**config.mk**
```make
export PLATFORM = sky130hd
export DESIGN_NAME = mem_arbiter
export DESIGN_NICKNAME = d
export VERILOG_FILES = /design/src/rtl/wisc_mem_pkg.sv /design/src/rtl/arb_pick.sv /design/src/rtl/mem_arbiter.sv
export SDC_FILE = /design/constraint.sdc
export NUM_CORES = 1
export LEC_CHECK = 0
export ABC_AREA = 1
export CORE_ASPECT_RATIO = 1.5
export CORE_MARGIN = 1
export CORE_UTILIZATION = 38
export CTS_CLUSTER_DIAMETER = 60
export DETAILED_ROUTE_END_ITERATION = 6
export PLACE_DENSITY = 0.82
export SLEW_MARGIN = 10
export SYNTH_ARGS = -nofsm -noshare
export SYNTH_HDL_FRONTEND = slang
export SYNTH_SLANG_ARGS = --single-unit
```
**constraint.sdc**
```tcl
create_clock -name clk -period 2.5 [get_ports clk]
set_clock_uncertainty 0.05 [all_clocks]
set_input_delay 0.5 -clock clk [delete_from_list [all_inputs] [get_ports clk]]
set_output_delay 0.5 -clock clk [all_outputs]
set_load 0.005 [all_outputs]
```
**src/rtl/wisc_mem_pkg.sv**
```systemverilog
// Shared types and constants for the WISC-S25 main-memory arbiter.
package wisc_mem_pkg;

  localparam int unsigned DEF_ADDR_W = 16;
  localparam int unsigned DEF_DATA_W = 16;
  localparam int unsigned CNT_W      = 4;

  localparam logic PORT_I = 1'b0;
  localparam logic PORT_D = 1'b1;

  typedef enum logic [1:0] {
    IDLE   = 2'd0,
    I_BUSY = 2'd1,
    D_BUSY = 2'd2,
    RESP   = 2'd3
  } state_t;

endpackage

```
**src/rtl/arb_pick.sv**
```systemverilog
// Combinational grant decision between the fetch and data ports.
// favor_i carries the policy state: starvation limit reached (fixed
// priority) or data granted last (round-robin).
module arb_pick (
  input  logic i_req,
  input  logic d_req,
  input  logic favor_i,
  output logic grant_i,
  output logic grant_d
);

  // Data wins a tie unless the policy currently favours fetch
  always_comb begin
    grant_d = d_req & (~i_req | ~favor_i);
    grant_i = i_req & (~d_req | favor_i);
  end

endmodule

```
**src/rtl/mem_arbiter.sv**
```systemverilog
// Unified main-memory arbiter for the WISC-S25 fetch and data ports.
// Optional build macro ARB_RR_EN: round-robin between simultaneous
// requests instead of data priority with a fetch starvation guard.
module mem_arbiter
  import wisc_mem_pkg::*;
#(
  parameter int unsigned ADDR_W     = DEF_ADDR_W,
  parameter int unsigned DATA_W     = DEF_DATA_W,
  parameter int unsigned STARVE_MAX = 4
) (
  input  logic              clk,
  input  logic              rst,
  input  logic              i_req,
  input  logic [ADDR_W-1:0] i_addr,
  output logic              i_ack,
  output logic [DATA_W-1:0] i_rdata,
  input  logic              d_req,
  input  logic              d_wr,
  input  logic [ADDR_W-1:0] d_addr,
  input  logic [DATA_W-1:0] d_wdata,
  output logic              d_ack,
  output logic [DATA_W-1:0] d_rdata,
  output logic              mem_en,
  output logic              mem_wr,
  output logic [ADDR_W-1:0] mem_addr,
  output logic [DATA_W-1:0] mem_wdata,
  input  logic [DATA_W-1:0] mem_rdata,
  input  logic              mem_valid,
  output logic              stall_if,
  output logic              stall_mem,
  output logic              busy
);

  state_t state;
  logic   grant_i;
  logic   grant_d;
  logic   favor_i;

  arb_pick u_pick (
    .i_req   (i_req),
    .d_req   (d_req),
    .favor_i (favor_i),
    .grant_i (grant_i),
    .grant_d (grant_d)
  );

`ifdef ARB_RR_EN
  logic last_grant;

  assign favor_i = (last_grant == PORT_D);

  // Remember which port won the last grant; starts as fetch so data goes first
  always_ff @(posedge clk or posedge rst) begin
    if (rst) begin
      last_grant <= PORT_I;
    end else if (state == IDLE) begin
      if (grant_d)      last_grant <= PORT_D;
      else if (grant_i) last_grant <= PORT_I;
    end
  end
`else
  logic [CNT_W-1:0] starve_cnt;

  assign favor_i = (starve_cnt == CNT_W'(STARVE_MAX));

  // Count data grants that bypass a waiting fetch; any fetch grant clears it
  always_ff @(posedge clk or posedge rst) begin
    if (rst) begin
      starve_cnt <= '0;
    end else if (state == IDLE) begin
      if (grant_i)
        starve_cnt <= '0;
      else if (grant_d && i_req && !favor_i)
        starve_cnt <= starve_cnt + CNT_W'(1);
    end
  end
`endif

  // Transaction sequencer: grant, one-cycle command, wait for memory, ack
  always_ff @(posedge clk or posedge rst) begin
    if (rst) begin
      state     <= IDLE;
      i_ack     <= 1'b0;
      d_ack     <= 1'b0;
      mem_en    <= 1'b0;
      mem_wr    <= 1'b0;
      mem_addr  <= '0;
      mem_wdata <= '0;
      i_rdata   <= '0;
      d_rdata   <= '0;
    end else begin
      mem_en <= 1'b0;
      i_ack  <= 1'b0;
      d_ack  <= 1'b0;
      case (state)
        IDLE: begin
          if (grant_d) begin
            state     <= D_BUSY;
            mem_en    <= 1'b1;
            mem_wr    <= d_wr;
            mem_addr  <= d_addr;
            mem_wdata <= d_wdata;
          end else if (grant_i) begin
            state    <= I_BUSY;
            mem_en   <= 1'b1;
            mem_wr   <= 1'b0;
            mem_addr <= i_addr;
          end
        end
        I_BUSY: begin
          if (mem_valid) begin
            i_rdata <= mem_rdata;
            i_ack   <= 1'b1;
            state   <= RESP;
          end
        end
        D_BUSY: begin
          // mem_wr still holds the command type of the in-flight access
          if (mem_valid) begin
            if (!mem_wr) d_rdata <= mem_rdata;
            d_ack <= 1'b1;
            state <= RESP;
          end
        end
        RESP: begin
          state <= IDLE;
        end
        default: begin
          state <= IDLE;
        end
      endcase
    end
  end

  assign stall_if  = i_req & ~i_ack;
  assign stall_mem = d_req & ~d_ack;
  assign busy      = (state != IDLE);

endmodule

```
Word-level counts from Yosys, hierarchy flattened --
Cells that the tools add are included.
Storage, ports and cells: logic and storage cells 59, input bits 70, output and inout port bits 71, register bits after elaboration 74
Cells by class: $add $sub $neg 1, eq/ne operators 6, bitwise logic cells 12, muxes and demuxes 16, reduce and logical (&&, ||, !) cells 14
Operator list (count):
- 16-bit two-way mux | 2
- 2-bit AND reduction | 5
- 1-bit two-way mux | 8
- 4-bit two-way mux | 2
- 2-bit two-way mux | 3
- 1-bit inverter | 6
- 2-bit case mux with 3 select lines | 1
- 2-bit nonzero test | 3
- 4-bit by 1-bit adder with 4-bit output, second input constant | 1
- 1-bit bitwise AND | 4
- 2-bit equality test, second input constant | 2
- 4-bit by 3-bit equality test with 1-bit output, second input constant | 1
- 3-bit inequality test, second input constant | 1
- 3-bit AND reduction | 1
- 2-bit by 1-bit equality test with 1-bit output, second input constant | 1
- 1-bit logical AND | 2
- 2-bit zero test | 1
- 2-bit by 1-bit inequality test with 1-bit output, second input constant | 1
- 1-bit bitwise OR | 2
- 2-bit OR reduction | 1
- 1-bit zero test | 1

Logic depth before layout (Yosys ltp) --
Gate-level depths: netlist (run 1).
word-level depth 8, mapped depth 9, mapped depth without buffers 8

Cells and area by module --
Synthesis (run 1) repeated with hierarchy kept, for this count alone.
Second synthesis, totals: cells, all modules 322, area, all modules 3131.8 um^2
Modules (own cells, without submodules):
- mem_arbiter | instances 1, cells an instance 317, area each 3111.7 um^2
- arb_pick | instances 1, cells an instance 5, area each 20.0 um^2

Least setup slack after synthesis (run 1) --
OpenSTA, ideal clock, no wires.
kind reg2reg, from reg state[0], to reg mem_addr[0], clock period less this slack 1.519 ns, setup time 0.117 ns, arrival 1.352 ns, stages on the path, launching flop included 9, required time 2.333 ns, setup slack 0.981 ns, cells stage by stage dfrtp_1 -> inv_1 -> ha_1 -> inv_2 -> a21oi_4 -> inv_4 -> buf_6 -> nand2_1 -> nand2_1
Between the ends: word-level cells in the longest chain between the ends 2
Ends and longest elaborated chain:
- start, declared | line mem_arbiter.sv:34 | state_t state;
- start signal, assigned | line mem_arbiter.sv:82 | state <= IDLE;
- start signal, assigned | line mem_arbiter.sv:98 | state <= D_BUSY;
- start signal, assigned | line mem_arbiter.sv:104 | state <= I_BUSY;
- 2-bit zero test | line mem_arbiter.sv:95 | case (state)
- 2-bit AND reduction (no source line)
- end signal, assigned | line mem_arbiter.sv:101 | mem_addr <= d_addr;
- end signal, assigned | line mem_arbiter.sv:107 | mem_addr <= i_addr;
- end, declared | line mem_arbiter.sv:25 | output logic [ADDR_W-1:0] mem_addr,
Every way passes these cells. A chain may end at the register's enable or synchronous reset.

Worst setup path after layout (run 1) --
from reg state[0], to out busy
Between the ends: word-level cells in the longest chain between the ends 1
Ends and longest elaborated chain:
- 2-bit nonzero test | line mem_arbiter.sv:137 | assign busy = (state != IDLE);
- end, declared | line mem_arbiter.sv:31 | output logic busy
Every way passes these cells.

==> results.md, run 1 <==
- Area of the multi-input gates: between 1000 and 1500 µm²
- Outcome: complete, no violations
- 1st-pass router iterations: 4
- Leak Pwr: about 2.6 nW
- CTS tree: yes
- Setup bufs post-CTS: 0
- Peak Freq: 0.4395 GHz
- Reg area: 1852 µm²
- DRC violation total after the first TritonRoute iteration: between 90 and 100
- Post-route antenna net violation count: 0
- Via count of the routed design: approximately 3,100
- Via/cell ratio: approximately 4.7
- Post-CTS sizing: 0
- Die Width: around 78 µm
- # DRC: 0
- Netlist Area Pre-Place: 3313 µm²
- Die area: 9104 µm²
- Crit Path Class: reg2out
- Tot Pwr: 5.624 mW
- Core area: 8413 µm²
- Worst skew pair latency: 330 ps
- Hold Path Class: in2async
- Drt wl/cell: 13.20 µm
- Maximum vdd drop: 0.0005926 V
- GRT overflow: 0
- Setup crit end kind: output pin
- IO Count: 141
- Max Cap Viol: 0
- Vias in the first global route: 3,100
- Hold_buf cts: 0
- Met1 usage: 0.2197
- Adder-cell area share of the yosys netlist: 0.02266
- Drt total wl: 8.567 mm
- XOR/XNOR Fraction of Synth Area: 0.002644
- Hold Fails Final Rpt: 0
- WP data arrival: 1730 ps
- Fin crit period: 2275 ps
- GR Util met3: 0.05078
- CTS Root Cell: clkbuf_16
- Largest net degree at the start of global routing: 34
- Multiplexer share of the synthesized area: 0
- Share of layout cells above drive strength 1: 0.06273
- GRT busiest layer: met2
- Worst-Margin Slew: 899.3 ps
- First-pass GRT wire length: between 10 and 15 mm
- Row cnt: about 40
- Initial Util: 0.3938
- Final Cycle Share: 0.9102
- Syn Nets: 470
- H-Tree Depth: 3
- # diodes: 0
- Die height: ~120 µm
- CP required: 1950 ps
- Clock slew at reported path FFs: 50 ps
- Gr usage total: 0.1992
- YS warnings: 0
- CTS buffer count: 9
- P&R area growth vs syn: 53.63%
- Cells after Synth: between 300 and 400
- PortBufs: 140
- Relative max-transition margin: 0.4004
- Placed wire-length estimate: 6.296 mm
- Filler Cell Count: 701
- Final setup fails: 0
- Power Dens Cells: 1105 nW/µm²
- CTS max path bufs: 2
- Worst-path fanout max: 4
- Placer Congestion: about 0.82
- CP Launch Type: flip-flop
- Clock Sinks: 74
- Layout Nets: 614
- Met2 Use GR: 0.3532
- Synth Register Bits: 74
- Initial antenna violation count: 0
- Combinational family with the most area after synthesis: simple AND/OR/NAND/NOR gates
- Sequential area share after synthesis: 0.5589
- Distinct cells, synth: 22
- RSZ-0062 raised after global routing: no
- Post-synthesis compound-gate area fraction: 0.05778
- Syn Area/Cell: 8.409 µm²
- TNS Setup: 0 ps
- Simple-gate share of the synthesized area: 0.2564
- Slew Viols, Final: 0
-- path summary, 6_finish.rpt --
path	start	cells past startpoint	slack (ps)	to
max	state[0]$_DFFE_PP0P_	4	220	busy
min	rst	2	300	mem_wr$_DFFE_PP0P_
max reg2reg	state[0]$_DFFE_PP0P_	5	610	d_rdata[2]$_DFFE_PP0P_
min reg2reg	mem_wdata[10]$_DFFE_PP0P_	2	430	mem_wdata[10]$_DFFE_PP0P_
max in group asynchronous	rst	3	1570	state[1]$_DFFE_PP0P_
min in group clk	mem_wdata[10]$_DFFE_PP0P_	2	430	mem_wdata[10]$_DFFE_PP0P_
-- layer usage --
layer / vias to the layer above / wire, µm
met2: 150 / 4355
met3: 14 / 668
met1: 1385 / 3386
met4: 0 / 157
met5: - / 0
li1: 1502 / -
-- placed cells by master, fill, tap and decap left out, drive strengths merged --
master and n:
inv 63, nand3 53, clkinv 3, o21ai 35, ha 6, clkbuf 12
buf 9, clkdlybuf4s50 140, nor3 2, nand2 132, or2 1, a21oi 1
xor2 1, nand4 1, dfrtp 74, nor2 9
-- logic make-up (layout without fill, tap and decap cells) --
family | count (synthesis) | after routing
buf+inv | 79 | 227
xor+xnor | 1 | 1
fa+ha+maj | 6 | 6
flops | 74 | 74
simple gates | 198 | 198
compound gates | 36 | 36
-- sequential cells by signal (all words and copies together) (netlist names), 2 cells and up --
name,flops
state,2
i_rdata,16
d_rdata,16
mem_addr,16
starve_cnt,4
mem_wdata,16
-- worst max-delay path: stages, from the launching register on --
cell             delay (ps)
dfrtp_1                 380
inv_1                    90
ha_1                    270
inv_2                   120
clkdlybuf4s50_1         530
-- report_power, final --
group          internal [mW]  switching, mW  total (mW)
Sequential              1.75          0.318        2.07
Clock                  0.714          0.452        1.17
Combinational           1.34           1.05        2.39
Total                   3.80           1.82        5.62
-- synth_stat cells --
master / instances / area share
nand2_1: 128 / 0.15
dfrtp_1: 74 / 0.56
inv_1: 60 / 0.068
nand3_1: 53 / 0.080
o21ai_0: 33 / 0.050
nor2_1: 8 / 0.0091
clkbuf_1: 7 / 0.0079
ha_1: 6 / 0.023
buf_2: 3 / 0.0045
buf_4: 3 / 0.0068
buf_6: 3 / 0.010
nand2_2: 3 / 0.0057
inv_2: 2 / 0.0023
nor3_1: 2 / 0.0030
o21ai_1: 2 / 0.0030
a21oi_4: 1 / 0.0049
inv_4: 1 / 0.0019
nand2_4: 1 / 0.0034
nand4_4: 1 / 0.0064
nor2_2: 1 / 0.0019
or2_1: 1 / 0.0019
xor2_1: 1 / 0.0026
-- through the flow --
stage	util	instance area [µm²]	setup WS, ps	hold WS, ps	std cells
after floorplan	-	3313	68.38	421.9	394
after global placement	0.5727	4818	280.4	413.3	634
after detailed placement	0.5727	4818	251.0	415.0	634
after CTS	0.6050	5090	209.0	288.7	649
after global routing	0.6050	5090	119.4	298.0	649
final	0.6050	5090	224.5	302.7	649
-- cell type report --
| cell class | count | share of cell area |
|---|---|---|
| Clock inverter | 3 | 0.002950 |
| Multi-Input combinational cell | 241 | 0.2210 |
| Timing Repair Buffer | 149 | 0.2886 |
| Tap cell | 107 | 0.02630 |
| Inverter | 63 | 0.04695 |
| Clock buffer | 12 | 0.05039 |
| Sequential cell | 74 | 0.3638 |
Note: power is estimated with default switching activity, not from simulation.
==> run 2: changes to the inputs <==
- CORE_UTILIZATION: 38 -> 30
- PLACE_DENSITY: 0.82 -> 0.68
==> run 2 against run 1 <==
  * Utilization shrank 12 points
  * Global-route usage shrank 4.3 points
  * Critical endpoint unchanged
  * Sequential power is essentially flat
  * Routed wire length grew 1.7%
  * Sequential share of layout area shrank 0.43 points
  * Maximum frequency grew 0.33%
==> results.md, run 2 (same netlist as run 1, synthesis figures left out) <==
- Via/cell ratio: 4.316 (was 4.701)
- Final setup fails: 0 (unchanged)
- Clock power frac: 0.217 (was 0.207)
- Comb power frac: 0.421 (was 0.425)
- Core area: 10,650 µm² (was 8413 µm²)
- CTS max path bufs: 2 (unchanged)
- Setup crit end kind: output pin (unchanged)
- Hold Path Class: reg2reg (was in2async)
- Max Cap Viol: 0 (unchanged)
- Slew Viols, Final: 0 (unchanged)
- Drt wl/cell: 12.70 µm (was 13.20 µm)
- Largest net degree at the start of global routing: 39 (was 34)
- First-pass GRT wire length: 13.70 mm (was 13.91 mm)
- WP data arrival: 1720 ps (was 1730 ps)
- Worst-Margin Slew: 918.0 ps (was 899.3 ps)
- 1st-pass router iterations: 4 (unchanged)
- Internal: 3.860 mW (was 3.799 mW)
- Outcome: complete, no violations (unchanged)
- CTS Root Cell: clkbuf_16 (unchanged)
- CP Cell Sequence: inv_1 -> ha_1 -> inv_2 -> clkdlybuf4s50_1 (unchanged)
- Leak Pwr: 2.561 nW (was 2.562 nW)
- Post-layout util: 0.4838 (was 0.6050)
- Hold Fails Final Rpt: 0 (unchanged)
- Vias in the first global route: 2,926 (was 3,100)
- RSZ-0062 raised after global routing: no (unchanged)
- Placed wire-length estimate: 6.350 mm (was 6.296 mm)
- Die Width: 87.81 µm (was 78.24 µm)
- Share of layout cells above drive strength 1: 0.05720 (was 0.06273)
- Fin crit period: 2268 ps (was 2275 ps)
- Final Cycle Share: 0.9072 (was 0.9102)
- # diodes: 0 (unchanged)
- CP Launch Type: flip-flop (unchanged)
- Commonest non-fill, non-tap cell in the layout: clkdlybuf4s50_1 (unchanged)
- Layout Nets: 613 (was 614)
- Die height: 130.7 µm (was 116.4 µm)
- Clock Sinks: 74 (unchanged)
- Worst skew pair latency: 330 ps (about the same)
- Place WS: 257.2 ps (was 251.0 ps)
- Most frequent cells in the layout: clkdlybuf4s50_1, nand2_1, dfrtp_1 (unchanged)
- Via count of the routed design: 2,961 (was 3,051)
- Initial Util: 0.3112 (was 0.3938)
- CTS tree: yes (unchanged)
- Top delay family on crit path: buffers and inverters (unchanged)
- GRT overflow: 0 (unchanged)
- Max incr delay on CP: 530 ps (about the same)
- Sw Pwr: 1.827 mW (was 1.825 mW)
- H-Tree Depth: 3 (unchanged)
- Drt total wl: 8.714 mm (was 8.567 mm)
- Sequential group share of total power: 0.362 (was 0.367)
- CTS buffer count: 9 (unchanged)
- Sw frac: 0.3212 (was 0.3245)
- Die area: 11,480 µm² (was 9104 µm²)
- # DRC: 0 (unchanged)
- IO Count: 141 (unchanged)
- Gr usage total: 0.1564 (was 0.1992)
- Hold_buf cts: 0 (unchanged)
- Initial antenna violation count: 0 (unchanged)
- Fin worst setup slack: 232.1 ps (was 224.5 ps)
- Row cnt: 46 (was 41)
- Relative max-transition margin: 0.3880 (was 0.4004)
- Tot Pwr: 5.687 mW (was 5.624 mW)
- Clock slew at reported path FFs: 60 ps (was 50 ps)
- DRC violation total after the first TritonRoute iteration: 109 (was 94)
- PortBufs: 140 (unchanged)
- Placer Congestion: 0.7513 (was 0.8187)
- Worst Path Buf+Inv: 3 (unchanged)
- Power Dens Cells: 1104 nW/µm² (was 1105 nW/µm²)
- Critical-path top delay cell: clkdlybuf4s50_1 (unchanged)
- Worst-path fanout max: 4 (unchanged)
- Final Hold Slack: 426.1 ps (was 302.7 ps)
- CP required: 1950 ps (about the same)
- Post-CTS sizing: 0 (unchanged)
- Peak Freq: 0.4409 GHz (was 0.4395 GHz)
- P&R area growth vs syn: 55.48% (was 53.63%)
- TNS Setup: 0 ps (unchanged)
- Maximum vdd drop: 0.0005138 V (was 0.0005926 V)
- Crit Path Class: reg2out (unchanged)
- Post-route antenna net violation count: 0 (unchanged)
- Setup bufs post-CTS: 0 (unchanged)
==> run 2: changes by cell type in the layout (fill, tap and decap cells not counted), sizes merged <==
cell and change:
buf -1, bufinv +1, clkbuf +1, inv -1
==> run 2: path summary, 6_finish.rpt <==
path / startpoint / end / slack, ps / cells past startpoint
hold / removal: mem_addr[11]$_DFFE_PP0P_ / mem_addr[11]$_DFFE_PP0P_ / 430 / 2
max in group asynchronous: rst / i_rdata[6]$_DFFE_PP0P_ / 1230 / 3
min in group asynchronous: rst / mem_wdata[2]$_DFFE_PP0P_ / 520 / 2
setup / recovery: state[0]$_DFFE_PP0P_ / busy / 230 / 4
hold reg to reg: mem_addr[11]$_DFFE_PP0P_ / mem_addr[11]$_DFFE_PP0P_ / 430 / 2
setup reg to reg: state[0]$_DFFE_PP0P_ / d_rdata[6]$_DFFE_PP0P_ / 680 / 5
==> run 2: through the flow <==
| step | cell area, µm² | std cells |
|---|---|---|
| floorplan | 3313 | 394 |
| global placement | 4871 | 670 |
| detailed placement | 4871 | 670 |
| CTS | 5151 | 686 |
| global route | 5151 | 686 |
| finish | 5151 | 686 |
==> run 2: power groups by stage <==
stage          combinational [mW]  sequential, mW  clock (mW)
2_1_floorplan                1.00            2.09           0
3_3_place_gp                 2.37            2.05           0
3_5_place_dp                 2.43            2.07           0
4_1_cts                      2.44            2.06        1.27
5_1_grt                      2.68            2.12        1.32
6_report                     2.39            2.06        1.23
==> run 2: tightest hold or removal path: cells and delay by family (launching register included) <==
family | cells | cell delay [ps]
AND/OR/NAND/NOR | 2 | 100
flip-flops | 1 | 340
==> run 2: area by class of cell <==
cell class              count  area (µm²)
repair buffers            148        1474
multi-input cells         241        1125
clock inverters             3       40.04
inverters                  63       240.2
flip-flops and latches     74        1852
clock buffers              13       240.2
fillers                  1036        5497
well taps                 144       180.2
==> run 2: per-layer routing <==
layer  global-route usage  vias to the layer above  part of all wire
met3              0.04585                       12             0.090
met2               0.2668                      122              0.48
met5                    0                        -                 0
met4              0.07522                        0             0.018
li1                     -                     1501                 -
met1               0.1776                     1326              0.41
==> run 3: changes to the inputs <==
- MAX_ROUTING_LAYER: not set -> met4
==> run 3 against run 2 <==
  * Maximum frequency about the same
  * Via count increased by 0.20%
  * Clock power about the same
  * Global-route usage up 0.47 points
  * Count of clock-buffer cells in the layout did not move
  * Sequential power about the same
  * Utilization is the same
  * Hold slack is essentially flat
  * First-iteration DRC count grew 13%
  * Power is essentially flat
  * Combinational power about the same
  * Critical endpoint unchanged
==> results.md, run 3 (same netlist as run 1, synthesis figures left out) <==
- Outcome: complete, no violations (unchanged)
- Met1 usage: 0.1804 (was 0.1776)
- Peak Freq: 0.4406 GHz (was 0.4409 GHz)
- IO Count: 141 (unchanged)
- Launch point of the worst reg-to-reg path: state[0]$_DFFE_PP0P_ (unchanged)
- Clock Sinks: 74 (unchanged)
- Crit Path Class: reg2out (unchanged)
- Hold Path Class: reg2reg (unchanged)
- Die area: 11,480 µm² (unchanged)
- Worst skew pair latency: 330 ps (about the same)
- Relative max-transition margin: 0.3872 (was 0.3880)
- Crit path capture: busy (unchanged)
- Placer Congestion: 0.7609 (was 0.7513)
- P&R area growth vs syn: 55.48% (unchanged)
- Drt wl/cell: 12.68 µm (was 12.70 µm)
- Final setup fails: 0 (unchanged)
- WP data arrival: 1720 ps (about the same)
- Power Dens Cells: 1104 nW/µm² (about the same)
- Die height: 130.7 µm (unchanged)
- Gr usage total: 0.1611 (was 0.1564)
- Largest net degree at the start of global routing: 39 (unchanged)
- CTS buffer count: 9 (unchanged)
- Share of layout cells above drive strength 1: 0.05720 (unchanged)
- CP required: 1950 ps (about the same)
- GRT busiest layer: met2 (unchanged)
- Hold_buf cts: 0 (unchanged)
- Post-route antenna net violation count: 0 (unchanged)
- DRC violation total after the first TritonRoute iteration: 123 (was 109)
- Initial antenna violation count: 0 (unchanged)
- Setup bufs post-CTS: 0 (unchanged)
- Vias in the first global route: 2,926 (unchanged)
- Worst-path fanout max: 4 (unchanged)
- CP startpoint: state[0]$_DFFE_PP0P_ (unchanged)
- Layout Nets: 613 (unchanged)
- TNS Setup: 0 ps (unchanged)
- Die Width: 87.81 µm (unchanged)
- CTS tree: yes (unchanged)
- # diodes: 0 (unchanged)
- First-pass GRT wire length: 13.70 mm (unchanged)
- Fin crit period: 2270 ps (was 2268 ps)
- Clock slew at reported path FFs: 60 ps (about the same)
- RSZ-0062 raised after global routing: no (unchanged)
- Hold Fails Final Rpt: 0 (unchanged)
- Final Cycle Share: 0.9079 (was 0.9072)
- CTS Root Cell: clkbuf_16 (unchanged)
- GR Util met3: 0.04083 (was 0.04585)
- Tot Pwr: 5.688 mW (was 5.687 mW)
- Via/cell ratio: 4.325 (was 4.316)
- Row cnt: 46 (unchanged)
- Drt total wl: 8.697 mm (was 8.714 mm)
- Leak Pwr: 2.561 nW (unchanged)
- GRT overflow: 0 (unchanged)
- Initial Util: 0.3112 (unchanged)
- Slew Viols, Final: 0 (unchanged)
- Maximum vdd drop: 0.0005138 V (about the same)
- Worst R2R Path Depth: 5 (unchanged)
- Post-CTS sizing: 0 (unchanged)
- R2R Path End: d_rdata[6]$_DFFE_PP0P_ (unchanged)
- Worst R2R Setup Slack: 680 ps (about the same)
- PortBufs: 140 (unchanged)
- Most frequent cells in the layout: clkdlybuf4s50_1, nand2_1, dfrtp_1 (unchanged)
- Met2 Use GR: 0.2672 (was 0.2668)
- Final Hold Slack: 425.6 ps (was 426.1 ps)
- Worst-Margin Slew: 919.2 ps (was 918.0 ps)
- Via count of the routed design: 2,967 (was 2,961)
- Core area: 10,650 µm² (unchanged)
- Max Cap Viol: 0 (unchanged)
- Commonest non-fill, non-tap cell in the layout: clkdlybuf4s50_1 (unchanged)
- 1st-pass router iterations: 4 (unchanged)
- CP Launch Type: flip-flop (unchanged)
- Setup crit end kind: output pin (unchanged)
- # DRC: 0 (unchanged)
- H-Tree Depth: 3 (unchanged)
- CTS max path bufs: 2 (unchanged)
- Placed wire-length estimate: 6.350 mm (unchanged)
==> run 3: cell counts in the layout (fill, tap and decap cells not counted) <==
No cell type changed its count.
==> run 3: metal layers <==
metal / vias to the layer above / wire length (µm) / part of all wire
li1: 1503 / - / -
met1: 1326 / 3571 / 0.41
met2: 125 / 4194 / 0.48
met3: 13 / 757 / 0.087
met4: 0 / 174 / 0.020
met5: - / 0 / 0
==> run 3: per-stage QoR <==
stage | util | area [µm²] | worst slack (ps) | cells
detailed placement | 0.4575 | 4871 | 257.2 | 670
global route | 0.4838 | 5151 | 153.4 | 686
finish | 0.4838 | 5151 | 230.3 | 686
CTS | 0.4838 | 5151 | 205.6 | 686
global placement | 0.4575 | 4871 | 275.3 | 670
floorplan | - | 3313 | 68.38 | 394
==> run 3: worst max-delay path, stage by stage (launching register included) <==
cell,delay [ps]
dfrtp_1,370
inv_1,90
ha_1,280
inv_2,120
clkdlybuf4s50_1,530
==> run 3: power breakdown <==
part / switching [mW] / internal [mW] / total [mW]
Combinational: 1.05 / 1.34 / 2.39
Sequential: 0.311 / 1.75 / 2.06
Clock: 0.466 / 0.771 / 1.24
Total: 1.83 / 3.86 / 5.69
==> run 3: area by class of cell <==
cell class	instances	area (µm²)
well taps	144	180.2
clock buffers	13	240.2
repair buffers	148	1474
flip-flops and latches	74	1852
fillers	1036	5497
clock inverters	3	40.04
inverters	63	240.2
multi-input cells	241	1125
==> run 3: worst min path at each step <==
stage,start,end,slack [ps],cells past startpoint
CTS,mem_wdata[15]$_DFFE_PP0P_,mem_wdata[15]$_DFFE_PP0P_,430,2
global route,mem_wdata[15]$_DFFE_PP0P_,mem_wdata[15]$_DFFE_PP0P_,440,2
global placement,mem_addr[14]$_DFFE_PP0P_,mem_addr[14]$_DFFE_PP0P_,410,2
finish,mem_addr[11]$_DFFE_PP0P_,mem_addr[11]$_DFFE_PP0P_,430,2
detailed placement,mem_addr[11]$_DFFE_PP0P_,mem_addr[11]$_DFFE_PP0P_,410,2
floorplan,mem_wdata[0]$_DFFE_PP0P_,mem_wdata[0]$_DFFE_PP0P_,420,2
